## src/rtl/quant_index_packer_if.sv

```systemverilog
// Handshake bundle between the divider tail (index side) and the write-back bus (word side).
// The slave modport is the packer; the master modport is whatever drives indices and drains words.
interface quant_index_packer_if #(
    parameter int IDX_W = 8,
    parameter int PACK  = 4
);
    logic                          i_valid;
    logic [IDX_W-1:0]              i_index;
    logic                          i_last;
    logic                          i_clear;
    logic                          o_valid;
    logic                          o_ready;
    logic [IDX_W*PACK-1:0]         o_data;
    logic [$clog2(PACK+1)-1:0]     o_bytes;
    logic                          o_last;
    logic                          o_overflow;

    modport slave (
        input  i_valid, i_index, i_last, i_clear, o_ready,
        output o_valid, o_data, o_bytes, o_last, o_overflow
    );

    modport master (
        output i_valid, i_index, i_last, i_clear, o_ready,
        input  o_valid, o_data, o_bytes, o_last, o_overflow
    );
endinterface

```

## src/rtl/quant_index_packer.sv

```systemverilog
// Packs IDX_W-bit quantized indices into PACK-lane words and queues them in a small FIFO
// ahead of the activation write-back bus; a sticky flag records words lost to a full FIFO.
module quant_index_packer #(
    parameter int IDX_W      = 8,
    parameter int PACK       = 4,
    parameter int FIFO_DEPTH = 4
) (
    input  logic                 clk,
    input  logic                 rst,
    quant_index_packer_if.slave  bus
);
    localparam int W    = IDX_W * PACK;
    localparam int BW   = $clog2(PACK + 1);
    localparam int CNTW = (PACK > 1) ? $clog2(PACK) : 1;
    localparam int PW   = (FIFO_DEPTH > 1) ? $clog2(FIFO_DEPTH) : 1;
    localparam int CW   = $clog2(FIFO_DEPTH + 1);

    logic [CNTW-1:0]               r_cnt;
    logic [PACK-1:0][IDX_W-1:0]    r_asm;
    logic [PACK-1:0][IDX_W-1:0]    w_word;

    logic [W-1:0]                  r_mem_data  [FIFO_DEPTH];
    logic [BW-1:0]                 r_mem_bytes [FIFO_DEPTH];
    logic                          r_mem_last  [FIFO_DEPTH];
    logic [PW-1:0]                 r_wptr;
    logic [PW-1:0]                 r_rptr;
    logic [CW-1:0]                 r_count;
    logic                          r_overflow;

    logic                          w_done;
    logic                          w_empty;
    logic                          w_full;
    logic                          w_pop;
    logic                          w_push;
    logic                          w_drop;
    logic [BW-1:0]                 w_bytes;

    // The lane being written this cycle is merged in combinationally so a completing
    // index goes straight into the FIFO without an extra assembly cycle.
    for (genvar k = 0; k < PACK; k++) begin : g_lane
        assign w_word[k] = (bus.i_valid && r_cnt == CNTW'(k)) ? bus.i_index : r_asm[k];
    end

    assign w_done  = bus.i_valid && (r_cnt == CNTW'(PACK - 1) || bus.i_last);
    assign w_empty = (r_count == '0);
    assign w_full  = (r_count == CW'(FIFO_DEPTH));
    assign w_pop   = !w_empty && bus.o_ready;
    assign w_push  = w_done && (!w_full || w_pop);
    assign w_drop  = w_done && w_full && !w_pop;
    assign w_bytes = BW'(r_cnt) + BW'(1);

    always_ff @(posedge clk or posedge rst) begin
        if (rst) begin
            r_cnt <= '0;
            r_asm <= '0;
        end else if (bus.i_valid) begin
            if (w_done) begin
                r_cnt <= '0;
                r_asm <= '0;
            end else begin
                r_cnt <= r_cnt + CNTW'(1);
                r_asm <= w_word;
            end
        end
    end

    always_ff @(posedge clk or posedge rst) begin
        if (rst) begin
            for (int i = 0; i < FIFO_DEPTH; i++) begin
                r_mem_data[i]  <= '0;
                r_mem_bytes[i] <= '0;
                r_mem_last[i]  <= 1'b0;
            end
        end else if (w_push) begin
            r_mem_data[r_wptr]  <= w_word;
            r_mem_bytes[r_wptr] <= w_bytes;
            r_mem_last[r_wptr]  <= bus.i_last;
        end
    end

    // Power-of-two depth lets the pointers wrap naturally; r_count tells full from empty.
    always_ff @(posedge clk or posedge rst) begin
        if (rst) begin
            r_wptr  <= '0;
            r_rptr  <= '0;
            r_count <= '0;
        end else begin
            if (w_push) r_wptr <= r_wptr + PW'(1);
            if (w_pop)  r_rptr <= r_rptr + PW'(1);
            case ({w_push, w_pop})
                2'b10:   r_count <= r_count + CW'(1);
                2'b01:   r_count <= r_count - CW'(1);
                default: r_count <= r_count;
            endcase
        end
    end

    // A new drop outranks a clear arriving in the same cycle.
    always_ff @(posedge clk or posedge rst) begin
        if (rst)              r_overflow <= 1'b0;
        else if (w_drop)      r_overflow <= 1'b1;
        else if (bus.i_clear) r_overflow <= 1'b0;
    end

    assign bus.o_valid    = !w_empty;
    assign bus.o_data     = w_empty ? '0 : r_mem_data[r_rptr];
    assign bus.o_bytes    = w_empty ? '0 : r_mem_bytes[r_rptr];
    assign bus.o_last     = w_empty ? 1'b0 : r_mem_last[r_rptr];
    assign bus.o_overflow = r_overflow;
endmodule

```

## src/flat_wrapper.sv

```systemverilog
// flat-port wrapper written by rule: the top's interface ports become plain ports
module quant_index_packer_flat 
#(
    parameter int IDX_W      = 8,
    parameter int PACK       = 4,
    parameter int FIFO_DEPTH = 4
)
  (clk, rst, bus_i_valid, bus_i_index, bus_i_last, bus_i_clear, bus_o_ready, bus_o_valid, bus_o_data, bus_o_bytes, bus_o_last, bus_o_overflow);
  quant_index_packer_if #(.IDX_W(IDX_W), .PACK(PACK)) bus_i ();
  input  logic clk;
  input  logic rst;
  input wire logic [$bits(bus_i.i_valid)-1:0] bus_i_valid;
  input wire logic [$bits(bus_i.i_index)-1:0] bus_i_index;
  input wire logic [$bits(bus_i.i_last)-1:0] bus_i_last;
  input wire logic [$bits(bus_i.i_clear)-1:0] bus_i_clear;
  input wire logic [$bits(bus_i.o_ready)-1:0] bus_o_ready;
  output wire logic [$bits(bus_i.o_valid)-1:0] bus_o_valid;
  output wire logic [$bits(bus_i.o_data)-1:0] bus_o_data;
  output wire logic [$bits(bus_i.o_bytes)-1:0] bus_o_bytes;
  output wire logic [$bits(bus_i.o_last)-1:0] bus_o_last;
  output wire logic [$bits(bus_i.o_overflow)-1:0] bus_o_overflow;
  assign bus_i.i_valid = bus_i_valid;
  assign bus_i.i_index = bus_i_index;
  assign bus_i.i_last = bus_i_last;
  assign bus_i.i_clear = bus_i_clear;
  assign bus_i.o_ready = bus_o_ready;
  assign bus_o_valid = bus_i.o_valid;
  assign bus_o_data = bus_i.o_data;
  assign bus_o_bytes = bus_i.o_bytes;
  assign bus_o_last = bus_i.o_last;
  assign bus_o_overflow = bus_i.o_overflow;
  quant_index_packer #(.IDX_W(IDX_W), .PACK(PACK), .FIFO_DEPTH(FIFO_DEPTH)) u_core (.clk(clk), .rst(rst), .bus(bus_i));
endmodule
```

## config.mk

```make
export PLATFORM = sky130hd
export DESIGN_NAME = quant_index_packer_flat
export DESIGN_NICKNAME = d
export VERILOG_FILES = /design/src/rtl/quant_index_packer_if.sv /design/src/rtl/quant_index_packer.sv /design/src/flat_wrapper.sv
export SDC_FILE = /design/constraint.sdc
export NUM_CORES = 1
export LEC_CHECK = 0
export ABC_AREA = 1
export CAP_MARGIN = 20
export CORE_ASPECT_RATIO = 0.8
export CORE_MARGIN = 8
export CORE_UTILIZATION = 65
export DETAILED_ROUTE_END_ITERATION = 8
export GPL_ROUTABILITY_DRIVEN = 1
export PLACE_DENSITY = 0.86
export SLEW_MARGIN = 20
export SYNTH_ARGS = -nofsm -noshare
export SYNTH_HDL_FRONTEND = slang
export SYNTH_SLANG_ARGS = --single-unit
```

## constraint.sdc

```tcl
create_clock -name clk -period 12.9 [get_ports clk]
set_clock_uncertainty 0.05 [all_clocks]
set_input_delay 1.935 -clock clk [delete_from_list [all_inputs] [get_ports clk]]
set_output_delay 1.935 -clock clk [all_outputs]
set_load 0.03 [all_outputs]
```

After elaboration in Yosys (flattened, before gate mapping)
Cells that the tools add are included.
{"block": "word_totals", "word_cells": 87, "regBits": 186, "out_inout_bits": 38}
{"block": "op_classes", "mux": 30, "add_sub_neg": 6, "n_reduce_logical": 19, "eq_ne": 6, "bitwise_logic": 2, "magnitude_cmp": 3}
{"op": "32-bit two-way mux", "count": 5}
{"op": "128-bit bitwise mux", "count": 1}
{"op": "32-bit binary-select mux with 2-bit select", "count": 1}
{"op": "32-bit demux with 2-bit select", "count": 1}
{"op": "8-bit two-way mux", "count": 4}
{"op": "12-bit bitwise mux", "count": 1}
{"op": "3-bit two-way mux", "count": 4}
{"op": "1-bit logical AND", "count": 10}
{"op": "2-bit by 1-bit adder with 2-bit output (second input constant)", "count": 3}
{"op": "3-bit binary-select mux with 2-bit select", "count": 1}
{"op": "3-bit demux with 2-bit select", "count": 1}
{"op": "2-bit == test (second input constant)", "count": 3}
{"op": "3-bit greater-or-equal comparator (second input constant)", "count": 2}
{"op": "1-bit two-way mux", "count": 6}
{"op": "2-bit inverter with 3-bit output", "count": 2}
{"op": "3-bit case mux with 2 select lines", "count": 1}
{"op": "4-bit bitwise mux", "count": 1}
{"op": "2-bit by 1-bit == test with 1-bit output (second input constant)", "count": 2}
{"op": "2-bit nonzero test", "count": 2}
{"op": "2-bit by 1-bit adder with 3-bit output (second input constant)", "count": 1}
{"op": "3-bit by 1-bit adder with 3-bit output (second input constant)", "count": 1}
{"op": "3-bit == test (second input constant)", "count": 1}
{"op": "1-bit zero test", "count": 3}
{"op": "3-bit zero test", "count": 1}
{"op": "7 further kinds", "count": 8}

Logic depth before layout (Yosys ltp)
Gate-level depths: netlist of the first run.
{"block": "depth", "word_depth": 7, "mapped_depth": 13, "mapped_depth_nobuf": 11}

Worst setup path before layout of the first run
Ideal clock, no wire load.
{"block": "synth_timing", "path_type": "input to register", "start": "in bus_i_valid", "end": "reg u_core.r_count[2]", "required_time_ns": 12.727, "setup_time_ns": 0.123, "path_stages": 12, "arrival_ns": 3.513, "setup_slack_ns": 9.214, "path_cell_list": "buf_2 > nand2_4 > nand2_2 > buf_6 > buf_4 > nand2_1 > ha_1 > inv_1 > fa_1 > nand2_1 > nand3b_1 > xor2_1"}
{"block": "synth_between", "elab_chain_cells": 4, "elab_cells_between_ends": 6, "cone_classes": "2 x eq/ne; 1 x mux; 3 x reduce/logical"}
{"item": "from (decl)", "line_no": "flat_wrapper.sv:12", "rtl": "input wire logic [$bits(bus_i.i_valid)-1:0] bus_i_valid;"}
{"item": "1-bit logical AND *", "line_no": "quant_index_packer.sv:44", "rtl": "assign w_done = bus.i_valid && (r_cnt == CNTW'(PACK - 1) || bus.i_last);"}
{"item": "1-bit logical AND *", "line_no": "quant_index_packer.sv:48", "rtl": "assign w_push = w_done && (!w_full || w_pop);"}
{"item": "2-bit by 1-bit == test with 1-bit output / 2-bit == test (equally long branches)", "line_no": "quant_index_packer.sv:90", "rtl": "case ({w_push, w_pop})"}
{"item": "3-bit case mux with 2 select lines / 2-bit nonzero test (equally long branches)"}
{"item": "to (signal assigned)", "line_no": "quant_index_packer.sv:91", "rtl": "2'b10: r_count <= r_count + CW'(1);"}
{"item": "to (signal assigned)", "line_no": "quant_index_packer.sv:92", "rtl": "2'b01: r_count <= r_count - CW'(1);"}
{"item": "to (signal assigned)", "line_no": "quant_index_packer.sv:93", "rtl": "default: r_count <= r_count;"}
{"item": "to (decl)", "line_no": "quant_index_packer.sv:27", "rtl": "logic [CW-1:0] r_count;"}
Every way passes the cells marked *; elsewhere a longest branch is shown, timed or not.
A chain may end at the register's enable or synchronous reset.

Final worst setup path of the first run
{"block": "layout_timing", "start": "reg u_core.r_rptr[0]", "end": "out bus_o_data[8]"}
{"block": "layout_between", "elab_chain_cells": 5}
{"item": "from (decl)", "line_no": "quant_index_packer.sv:26", "rtl": "logic [PW-1:0] r_rptr;"}
{"item": "from (signal assigned)", "line_no": "quant_index_packer.sv:89", "rtl": "if (w_pop) r_rptr <= r_rptr + PW'(1);"}
{"item": "2-bit inverter with 3-bit output (not written as such)", "line_no": "quant_index_packer.sv:106", "rtl": "assign bus.o_data = w_empty ? '0 : r_mem_data[r_rptr];"}
{"item": "32-bit binary-select mux with 2-bit select", "line_no": "quant_index_packer.sv:106"}
{"item": "32-bit two-way mux (not written as such) (2 in a row)", "line_no": "quant_index_packer.sv:106"}
{"item": "32-bit two-way mux", "line_no": "quant_index_packer.sv:106"}
{"item": "to (decl)", "line_no": "flat_wrapper.sv:18", "rtl": "output wire logic [$bits(bus_i.o_data)-1:0] bus_o_data;"}
No other way between the ends. The select of a mux whose other input is x is not followed.

==> run metrics, run 1 <==
outcome finished clean; Flop pwr share 0.339; # IOs 52; Synthesized Nets around 1200; final WL 24100 µm; Post-CTS Hold Buffers 0; Sw Share 0.4314; PwrDens 254.8 nW/µm²; Pre-Repair DR Iteration Count 6; Die Y-Extent approximately 120 µm; Antenna Nets Post-Route 0; relative slew slack 0.3446; setup TNS 0 ns; crit-path max cell delay about 0.7 ns; clock share of power 0.217; Max stage delay cell, worst path clkdlybuf4s50_1; Tcrit/Tclk final 0.4012; initial antenna violation count 0; Setup CP Type reg -> out; CTS Buf Count 17; # H-tree levels 4; routed len/inst ~17 µm; Crit Path Max Fanout 74; max-slew violations 0; setup violators final 0; Tot Pwr around 2600 µW; worst path buffer plus inverter count 4; PortBufs 51; share of layout cells above drive strength 1 0.04523; CTS tree done; yosys warns 0; Data arrival, critical path 3.19 ns; CP startpoint kind flip-flop; initial core utilization 0.6560; first-pass GRT wire length 39470 µm; core area approximately 14000 µm²; Die W ~150 µm; Mapped Area slightly above 9000 µm²; Psw between 1000 and 1500 µW; post-CTS resize count 0; row count 39; P_int between 1000 and 1500 µW; Worst-Margin Slew approximately 0.98 ns; most frequent cells in the layout nand2_1 (511), dfrtp_1 (185), nand4_1 (144); Root Buffer clkbuf_16; Hold Vio Cnt, Final 0; Layout area overhead 11.10%; clock sinks 186; RSZ-0062 raised after global routing no; Gate power share 0.444; DR iter-0 viols slightly below 1000; crit end category output pin; postcts setup bufs 0; Lkg Pwr approximately 0.0053 µW; vias in the first global route 7650; most common cell after layout, fill and taps aside nand2_1; Max Cap Viol 0; Final min period roughly 5.2 ns; Yosys cell types 25; worst skew pair latency about 0.44 ns; post-synthesis cell count approximately 1200; die area between 15000 and 20000 µm²; peak supply drop just over 0.2 mV; Post-DP HPWL 13380 µm; maximum root-to-sink buffer count 2; Seq cells post-synth roughly 190; Total Routing Usage GR 0.2691; DRC errors left 0; Final Wtd Congestion a little over 0.8; largest net degree at the start of global routing 110; Peak Freq 193.2 MHz; Clock Pin Slew Worst Setup and Hold Paths about 0.070 ns; register area share after synthesis 0.5031; NumNets Final 1205; Crit path max-delay family buffers and inverters; Via Count ~8400; vias per cell 6.090; gr ovfl total 0; cell mode on critical path buf_4; CP Data Required Time ~11 ns; critical-path cell list buf_4 -> inv_2 -> buf_4 -> o21ai_0 -> a21oi_1 -> clkdlybuf4s50_1; ant diodes 0; Hold Crit Class reg -> reg; Post-Syn Area per Cell ~7.7 µm²
final cells by class:
cell class	instances	area, µm²
Clock buffer	19	432.9
Clock inverter	13	198.9
Fill cell	1039	3824
Inverter	16	65.06
Multi-Input combinational cell	896	4088
Sequential cell	186	4656
Tap cell	184	230.2
Timing Repair Buffer	64	608.1
power groups by stage:
stage                     Clock, µW  Sequential [µW]  Combinational, µW
after global routing            594              905               1270
after CTS                       571              883               1150
after detailed placement          0              889               1140
after global placement            0              884               1120
after floorplan                   0              866                818
final                           569              887               1160
worst reg2reg max path: stages, from the launching register on:
cell and delay [ns]:
dfrtp_1 0.40, ha_1 0.51, nand2_4 0.17, nand2_4 0.34, buf_4 0.66, nand3_2 0.84, nand2_1 0.33, nand2_1 0.09
synth_stat cells:
cell type,count,area share
nand3b_1,1,0.00081
o22ai_1,1,0.00068
ha_1,9,0.012
buf_1,5,0.0020
nor2_1,74,0.030
inv_2,2,0.00081
xnor2_1,2,0.0019
nand3_2,2,0.0022
xor2_1,2,0.0019
nand2_1,511,0.21
inv_1,13,0.0053
fa_1,1,0.0022
clkinv_1,1,0.00041
a21oi_1,68,0.037
nand3_1,36,0.019
clkbuf_1,31,0.013
buf_2,58,0.031
nand3_4,2,0.0038
dfrtp_1,186,0.50
nand2_2,2,0.0014
nand4_1,144,0.097
buf_4,3,0.0024
nand2_4,1,0.0012
buf_6,1,0.0012
o21ai_0,40,0.022
per-stage QoR:
| stage | std cells | hold WS (ns) | area (µm²) | utilization | worst slack (ns) |
|---|---|---|---|---|---|
| after global routing | 1378 | 0.4425 | 10280 | 0.7289 | 7.565 |
| after floorplan | 1196 | 0.3866 | 9251 | - | 5.858 |
| after CTS | 1378 | 0.4253 | 10280 | 0.7289 | 7.763 |
| after detailed placement | 1346 | 0.4068 | 9647 | 0.6841 | 7.660 |
| after global placement | 1346 | 0.3991 | 9647 | 0.6841 | 7.730 |
| final | 1378 | 0.4235 | 10280 | 0.7289 | 7.725 |
flip-flops by register name (all words and copies together) (netlist names):
signal and count:
u_core.r_mem_bytes 12, u_core.r_rptr 2, u_core.r_count 3, u_core.r_mem_data 128, u_core.r_cnt 2, u_core.r_asm 32
u_core.bus.o_overflow 1, u_core.r_wptr 2, u_core.r_mem_last 4
metal layers:
metal  vias to the layer above  GRT usage  share of wire
li1                       3930          -              -
met1                      3993     0.3737           0.44
met2                       431     0.4160           0.46
met3                        38    0.05822          0.087
met4                         0    0.08685          0.016
met5                         -          0              0
path summary, 6_finish.rpt:
kind	from	end	slack (ns)	depth (start not counted)
max	u_core.r_rptr[0]	bus_o_data[8]	7.72	6
min	u_core.r_mem_bytes[6]	u_core.r_mem_bytes[6]	0.42	2
max reg2reg	u_core.r_cnt[0]	u_core.r_mem_data[15]	9.39	7
min reg2reg	u_core.r_mem_bytes[6]	u_core.r_mem_bytes[6]	0.42	2
max in group asynchronous	rst	u_core.r_asm[9]	9.18	3
min in group asynchronous	rst	u_core.r_mem_data[67]	2.06	2
cell families after synthesis:
| logic type | Yosys count | synth area share |
|---|---|---|
| AO/OA/AOI/OAI | 109 | 0.05910 |
| XOR/XNOR | 4 | 0.003788 |
| adder cells (fa/ha/maj) | 10 | 0.01434 |
| buffers and inverters | 114 | 0.05613 |
| flip-flops | 186 | 0.5031 |
| AND/OR/NAND/NOR | 773 | 0.3635 |
(Power assumes the default switching activity.)
==> inputs of run 2 (changes only) <==
CORE_UTILIZATION = 60   (was 65)
PLACE_DENSITY = 0.8   (was 0.86)
clock period = 5.4 ns   (was 12.9 ns; I/O delays follow)
==> run 2 against run 1 <==
Effect of this change:
- non-clock buffer count rose by 1
- worst hold slack got worse by 0.0039 ns
- count of clock-buffer cells in the layout rose by 6
- via count fell by 1.1%
- highest routed layer unchanged
- clock power rose by 130%
- combinational power rose by 140%
- setup slack got worse by 6.2 ns
- critical path depth rose by 1
- global-route usage fell by 2.6 points
- register-to-register slack got worse by 6.9 ns
- first-iteration DRC count fell by 1.5%
- cell count rose by 2.0%
==> run metrics, run 2 (same netlist as run 1, synthesis figures left out) <==
Clock Pin Slew Worst Setup and Hold Paths 0.07 ns (about the same); Total Routing Usage GR 0.2430 (was 0.2691); Gate power share 0.447 (was 0.444); most common cell after layout, fill and taps aside nand2_1 (unchanged); setup violators final 0 (unchanged); initial core utilization 0.6141 (was 0.6560); Hold Crit Class reg -> reg (unchanged); crit-path max cell delay 0.72 ns (was 0.68 ns); Hold Vio Cnt, Final 0 (unchanged); postcts setup bufs 0 (unchanged); worst path buffer plus inverter count 3 (was 4); die area 19670 µm² (was 18330 µm²); R2R setup slack 2.50 ns (was 9.39 ns); CP Data Required Time 4.54 ns (was 10.91 ns); Max stage delay cell, worst path clkdlybuf4s50_1 (unchanged); dpl cell area 9711 µm² (was 9647 µm²); Finished Cell Area 10330 µm² (was 10280 µm²); Critical Path Sink bus_o_bytes[2] (was bus_o_data[8]); clock share of power 0.210 (was 0.217); DRC errors left 0 (unchanged); maximum root-to-sink buffer count 2 (unchanged); r2r worst-path depth 6 (was 7); Top Registers u_core.r_mem_data x128, u_core.r_asm x32, u_core.r_mem_bytes x12 (unchanged); CTS Buf Count 17 (unchanged); Crit Path Max Fanout 40 (was 74); Max Cap Viol 0 (unchanged); CTS tree done (unchanged); CP startpoint kind flip-flop (unchanged); clock sinks 186 (unchanged); max FFs per register 128 (unchanged); Root Buffer clkbuf_16 (unchanged); P_int 3520 µW (was 1489 µW); Via Count 8300 (was 8392); Peak Freq approximately 260 MHz; Antenna Nets Post-Route 0 (unchanged); RR Endpoint u_core.r_mem_data[100] (was u_core.r_mem_data[15]); worst skew pair latency 0.43 ns (was 0.44 ns); share of layout cells above drive strength 1 0.04435 (was 0.04523); WP depth 7 (was 6); core area 15060 µm² (was 14100 µm²); filler instances 1191 (was 1039); NumNets Final 1206 (was 1205); post-CTS resize count 0 (unchanged); # H-tree levels 4 (unchanged); Final min period 3.893 ns; most frequent cells in the layout nand2_1 (511), dfrtp_1 (185), nand4_1 (144) (unchanged); gr ovfl total 0 (unchanged); Tot Pwr 6173 µW (was 2619 µW); routed len/inst 16.73 µm (was 17.49 µm); Setup CP Type reg -> out (unchanged); crit end category output pin (unchanged); Psw 2653 µW (was 1130 µW); first-pass GRT wire length 39240 µm (was 39470 µm); vias per cell 5.907 (was 6.090); origin of the critical flop-to-flop path u_core.r_cnt[0] (unchanged); Top reg by flops u_core.r_mem_data (unchanged); outcome finished clean (unchanged); Data arrival, critical path 3.03 ns (was 3.19 ns); Worst-Margin Slew 1.022 ns (was 0.9831 ns); Pre-Repair DR Iteration Count 7 (was 6); ant diodes 0 (unchanged); final WL 23510 µm (was 24100 µm); # IOs 52 (unchanged); Sw Share 0.4298 (was 0.4314); cell mode on critical path nand2_1 (was buf_4); critical-path cell list inv_2 -> buf_4 -> nand2_1 -> nand2_1 -> nand2_1 -> a21oi_1 -> clkdlybuf4s50_1 (was buf_4 -> inv_2 -> buf_4 -> o21ai_0 -> a21oi_1 -> clkdlybuf4s50_1); Critical Path Start u_core.r_rptr[0] (unchanged); largest net degree at the start of global routing 105 (was 110); DR iter-0 viols 962 (was 977); Layout area overhead 11.63% (was 11.10%); Die W 154.8 µm (was 149.4 µm); PortBufs 51 (unchanged); Post-DP HPWL 13580 µm (was 13380 µm); PwrDens 597.7 nW/µm² (was 254.8 nW/µm²); peak supply drop 0.7260 mV (was 0.2018 mV); Tcrit/Tclk final 0.7210; RSZ-0062 raised after global routing no (unchanged); Post-CTS Hold Buffers 0 (unchanged); Flop pwr share 0.343 (was 0.339); row count 40 (was 39); setup TNS 0 ns (unchanged); Die Y-Extent 127.1 µm (was 122.7 µm); Lkg Pwr 0.005339 µW (was 0.005346 µW); max-slew violations 0 (unchanged); initial antenna violation count 0 (unchanged); Crit path max-delay family buffers and inverters (unchanged); relative slew slack 0.3174 (was 0.3446); vias in the first global route 7787 (was 7650); Final Wtd Congestion 0.7791 (was 0.8109)
## run 2: cell count changes in the layout (fill, tap and decap cells not counted)
cell | before | now
buf_12 | 0 | 2
buf_4 | 13 | 12
bufinv_16 | 5 | 3
clkbuf_1 | 2 | 4
clkbuf_8 | 0 | 4
clkinv_2 | 5 | 3
inv_6 | 2 | 0
nand2_4 | 3 | 2
nand2_8 | 0 | 1
## run 2: area by class of cell
| class | instances | area, µm² | share of cell area |
|---|---|---|---|
| clock inverter | 7 | 112.6 | 0.01090 |
| timing repair buffer | 65 | 640.6 | 0.06203 |
| multi-input combinational | 896 | 4096 | 0.3967 |
| clock buffer | 25 | 495.5 | 0.04798 |
| tap | 210 | 262.8 | 0.02544 |
| inverter | 16 | 63.81 | 0.006179 |
| sequential | 186 | 4656 | 0.4508 |
## run 2: stage by stage
step           setup slack [ns]  hold slack (ns)  instances    util
2_1_floorplan             2.147           0.3866       1196       -
3_3_place_gp              1.774           0.3993       1373  0.6446
3_5_place_dp              1.705           0.4049       1373  0.6446
4_1_cts                   1.509           0.4212       1405  0.6850
5_1_grt                   1.310           0.4460       1405  0.6855
6_report                  1.507           0.4196       1405  0.6855
## run 2: worst min path at each step
stage                           from                     to  slack (ns)  cells past startpoint
2_1_floorplan  u_core.r_mem_bytes[2]  u_core.r_mem_bytes[2]        0.39                      2
3_3_place_gp   u_core.r_mem_bytes[1]  u_core.r_mem_bytes[1]        0.40                      2
3_5_place_dp   u_core.r_mem_bytes[0]  u_core.r_mem_bytes[0]        0.40                      2
4_1_cts        u_core.r_mem_bytes[0]  u_core.r_mem_bytes[0]        0.42                      2
5_1_grt        u_core.r_mem_bytes[2]  u_core.r_mem_bytes[2]        0.45                      2
6_report       u_core.r_mem_bytes[0]  u_core.r_mem_bytes[0]        0.42                      2
## run 2: routing by layer
metal / part of all wire / GRT usage
met1: 0.46 / 0.3411
met2: 0.45 / 0.3725
met5: 0 / 0
met3: 0.068 / 0.05088
met4: 0.017 / 0.07533
## run 2: power by group through the flow
stage	combinational [µW]	sequential (µW)	clock [µW]
2_1_floorplan	1950	2070	0
3_3_place_gp	2660	2110	0
3_5_place_dp	2720	2120	0
4_1_cts	2740	2110	1310
5_1_grt	3040	2170	1360
6_report	2760	2120	1300
## run 2: worst reg2reg max path, cell delays in order, from the launching register on
cell and delay (ns):
dfrtp_1 0.38, ha_1 0.51, nand2_4 0.18, nand2_4 0.50
nand3_2 0.79, nand2_1 0.30, nand2_1 0.08
==> inputs of run 3 (changes only) <==
clock period = 3.8 ns   (was 5.4 ns; I/O delays follow)
==> run 3 against run 2 <==
Effect of this change:
- setup slack worse by 1.3 ns
- critical path depth is 1 lower
- first-iteration DRC count is 5.0% lower
- global-route usage is 2.2 points higher
- final area is 1.4% higher
- count of clock-buffer cells in the layout stayed put
- worst hold slack worse by 0.00057 ns
- utilization is 0.94 points higher
- sequential power is 44% higher
- cell count is 0.93% higher
- power is 45% higher
- critical endpoint unchanged
- largest power group unchanged
==> run metrics, run 3 (same netlist as run 1, synthesis figures left out) <==
outcome finished clean (unchanged); P_int 5087 µW (was 3520 µW); Antenna Nets Post-Route 0 (unchanged); largest net degree at the start of global routing 108 (was 105); final WL 25230 µm (was 23510 µm); Worst-Margin Slew 1.126 ns (was 1.022 ns); Total Routing Usage GR 0.2649 (was 0.2430); ant diodes 0 (unchanged); Tcrit/Tclk final 0.9380; maximum root-to-sink buffer count 2 (unchanged); row count 40 (unchanged); relative slew slack 0.2495 (was 0.3174); routed len/inst 17.79 µm (was 16.73 µm); # H-tree levels 4 (unchanged); NumNets Final 1220 (was 1206); Finished Cell Area 10470 µm² (was 10330 µm²); CTS Buf Count 17 (unchanged); RSZ-0062 raised after global routing no (unchanged); Die W 154.8 µm (unchanged); max FFs per register 128 (unchanged); worst skew pair latency 0.44 ns (was 0.43 ns); Flop pwr share 0.342 (was 0.343); Lkg Pwr 0.005422 µW (was 0.005339 µW); crit end category output pin (unchanged); Layout area overhead 13.16% (was 11.63%); setup TNS 0 ns (unchanged); dpl cell area 9853 µm² (was 9711 µm²); Hold Vio Cnt, Final 0 (unchanged); PortBufs 51 (unchanged); Die Y-Extent 127.1 µm (unchanged); clock sinks 186 (unchanged); Top reg by flops u_core.r_mem_data (unchanged); initial core utilization 0.6141 (unchanged); Post-DP HPWL 15020 µm (was 13580 µm); core area 15060 µm² (unchanged); DRC errors left 0 (unchanged); filler instances 1216 (was 1191); Root Buffer clkbuf_16 (unchanged); most frequent cells in the layout nand2_1 (511), dfrtp_1 (185), nand4_1 (144) (unchanged); vias in the first global route 7980 (was 7787); post-CTS resize count 0 (unchanged); setup violators final 0 (unchanged); most common cell after layout, fill and taps aside nand2_1 (unchanged); vias per cell 5.941 (was 5.907); CTS tree done (unchanged); Final Wtd Congestion 0.8159 (was 0.7791); Sw Share 0.4314 (was 0.4298); share of layout cells above drive strength 1 0.05546 (was 0.04435); WHS 0.4191 ns (was 0.4196 ns); Top Registers u_core.r_mem_data x128, u_core.r_asm x32, u_core.r_mem_bytes x12 (unchanged); DR iter-0 viols 914 (was 962); r2r worst-path depth 7 (was 6); CP Data Required Time 3.18 ns (was 4.54 ns); Data arrival, critical path 2.94 ns (was 3.03 ns); CP startpoint kind flip-flop (unchanged); Via Count 8425 (was 8300); Final min period 3.564 ns; Clock Pin Slew Worst Setup and Hold Paths 0.06 ns (was 0.07 ns); Gate power share 0.450 (was 0.447); Pre-Repair DR Iteration Count 5 (was 7); clock share of power 0.208 (was 0.210); max-slew violations 0 (unchanged); first-pass GRT wire length 41850 µm (was 39240 µm); Peak Freq roughly 280 MHz; Setup CP Type reg -> out (unchanged); die area 19670 µm² (unchanged); Psw 3860 µW (was 2653 µW); Max Cap Viol 0 (unchanged); Post-CTS Hold Buffers 0 (unchanged); PwrDens 854.7 nW/µm² (was 597.7 nW/µm²); Hold Crit Depth 2 (unchanged); initial antenna violation count 0 (unchanged); peak supply drop 0.6545 mV (was 0.7260 mV); postcts setup bufs 0 (unchanged); gr ovfl total 0 (unchanged); Hold Crit Class reg -> reg (unchanged); # IOs 52 (unchanged); Crit Path Max Fanout 19 (was 40)
run 3: layout make-up:
class,instances,area (µm²),area share
repair buffers,79,783.3,0.07482
inverters,16,63.81,0.006095
flip-flops and latches,186,4656,0.4447
clock inverters,6,110.1,0.01052
multi-input cells,896,4088,0.3905
well taps,210,262.8,0.02510
clock buffers,25,505.5,0.04828
run 3: metal layers:
| metal | vias to the layer above | track usage | part of all wire |
|---|---|---|---|
| met5 | - | 0 | 0 |
| met4 | 0 | 0.08913 | 0.020 |
| met2 | 403 | 0.4058 | 0.45 |
| met1 | 4022 | 0.3690 | 0.44 |
| met3 | 43 | 0.05660 | 0.085 |
| li1 | 3957 | - | - |
run 3: worst paths after layout:
kind	end	slack, ns	from
setup / recovery	bus_o_bytes[2]	0.24	u_core.r_count[0]
hold / removal	u_core.r_mem_bytes[9]	0.42	u_core.r_mem_bytes[9]
setup reg to reg	u_core.r_mem_data[46]	1.20	u_core.r_cnt[1]
hold reg to reg	u_core.r_mem_bytes[9]	0.42	u_core.r_mem_bytes[9]
max in group asynchronous	u_core.r_mem_data[21]	2.27	rst
min in group asynchronous	u_core.r_mem_data[97]	0.60	rst
run 3: power by group through the flow:
stage | clock network [µW] | registers, µW | logic [µW]
6_report | 1860 | 3060 | 4030
3_5_place_dp | 0 | 3070 | 3980
2_1_floorplan | 0 | 2940 | 2780
5_1_grt | 1940 | 3140 | 4410
3_3_place_gp | 0 | 3060 | 3920
4_1_cts | 1870 | 3050 | 4010
run 3: critical path: stages (launching register included):
cell,delay [ns]
dfrtp_1,0.38
nor2_1,0.10
nand2_1,0.13
clkinv_1,0.63
buf_12,0.42
a21oi_1,0.14
clkdlybuf4s50_1,0.69
run 3: stage by stage:
step	power [µW]	util	cells	setup WS (ns)
5_1_grt	9482	0.6949	1418	0.08556
3_5_place_dp	7041	0.6541	1387	0.7348
3_3_place_gp	6976	0.6541	1387	0.8258
4_1_cts	8927	0.6949	1418	0.2613
6_report	8948	0.6949	1418	0.2355
2_1_floorplan	5716	-	1196	0.7875
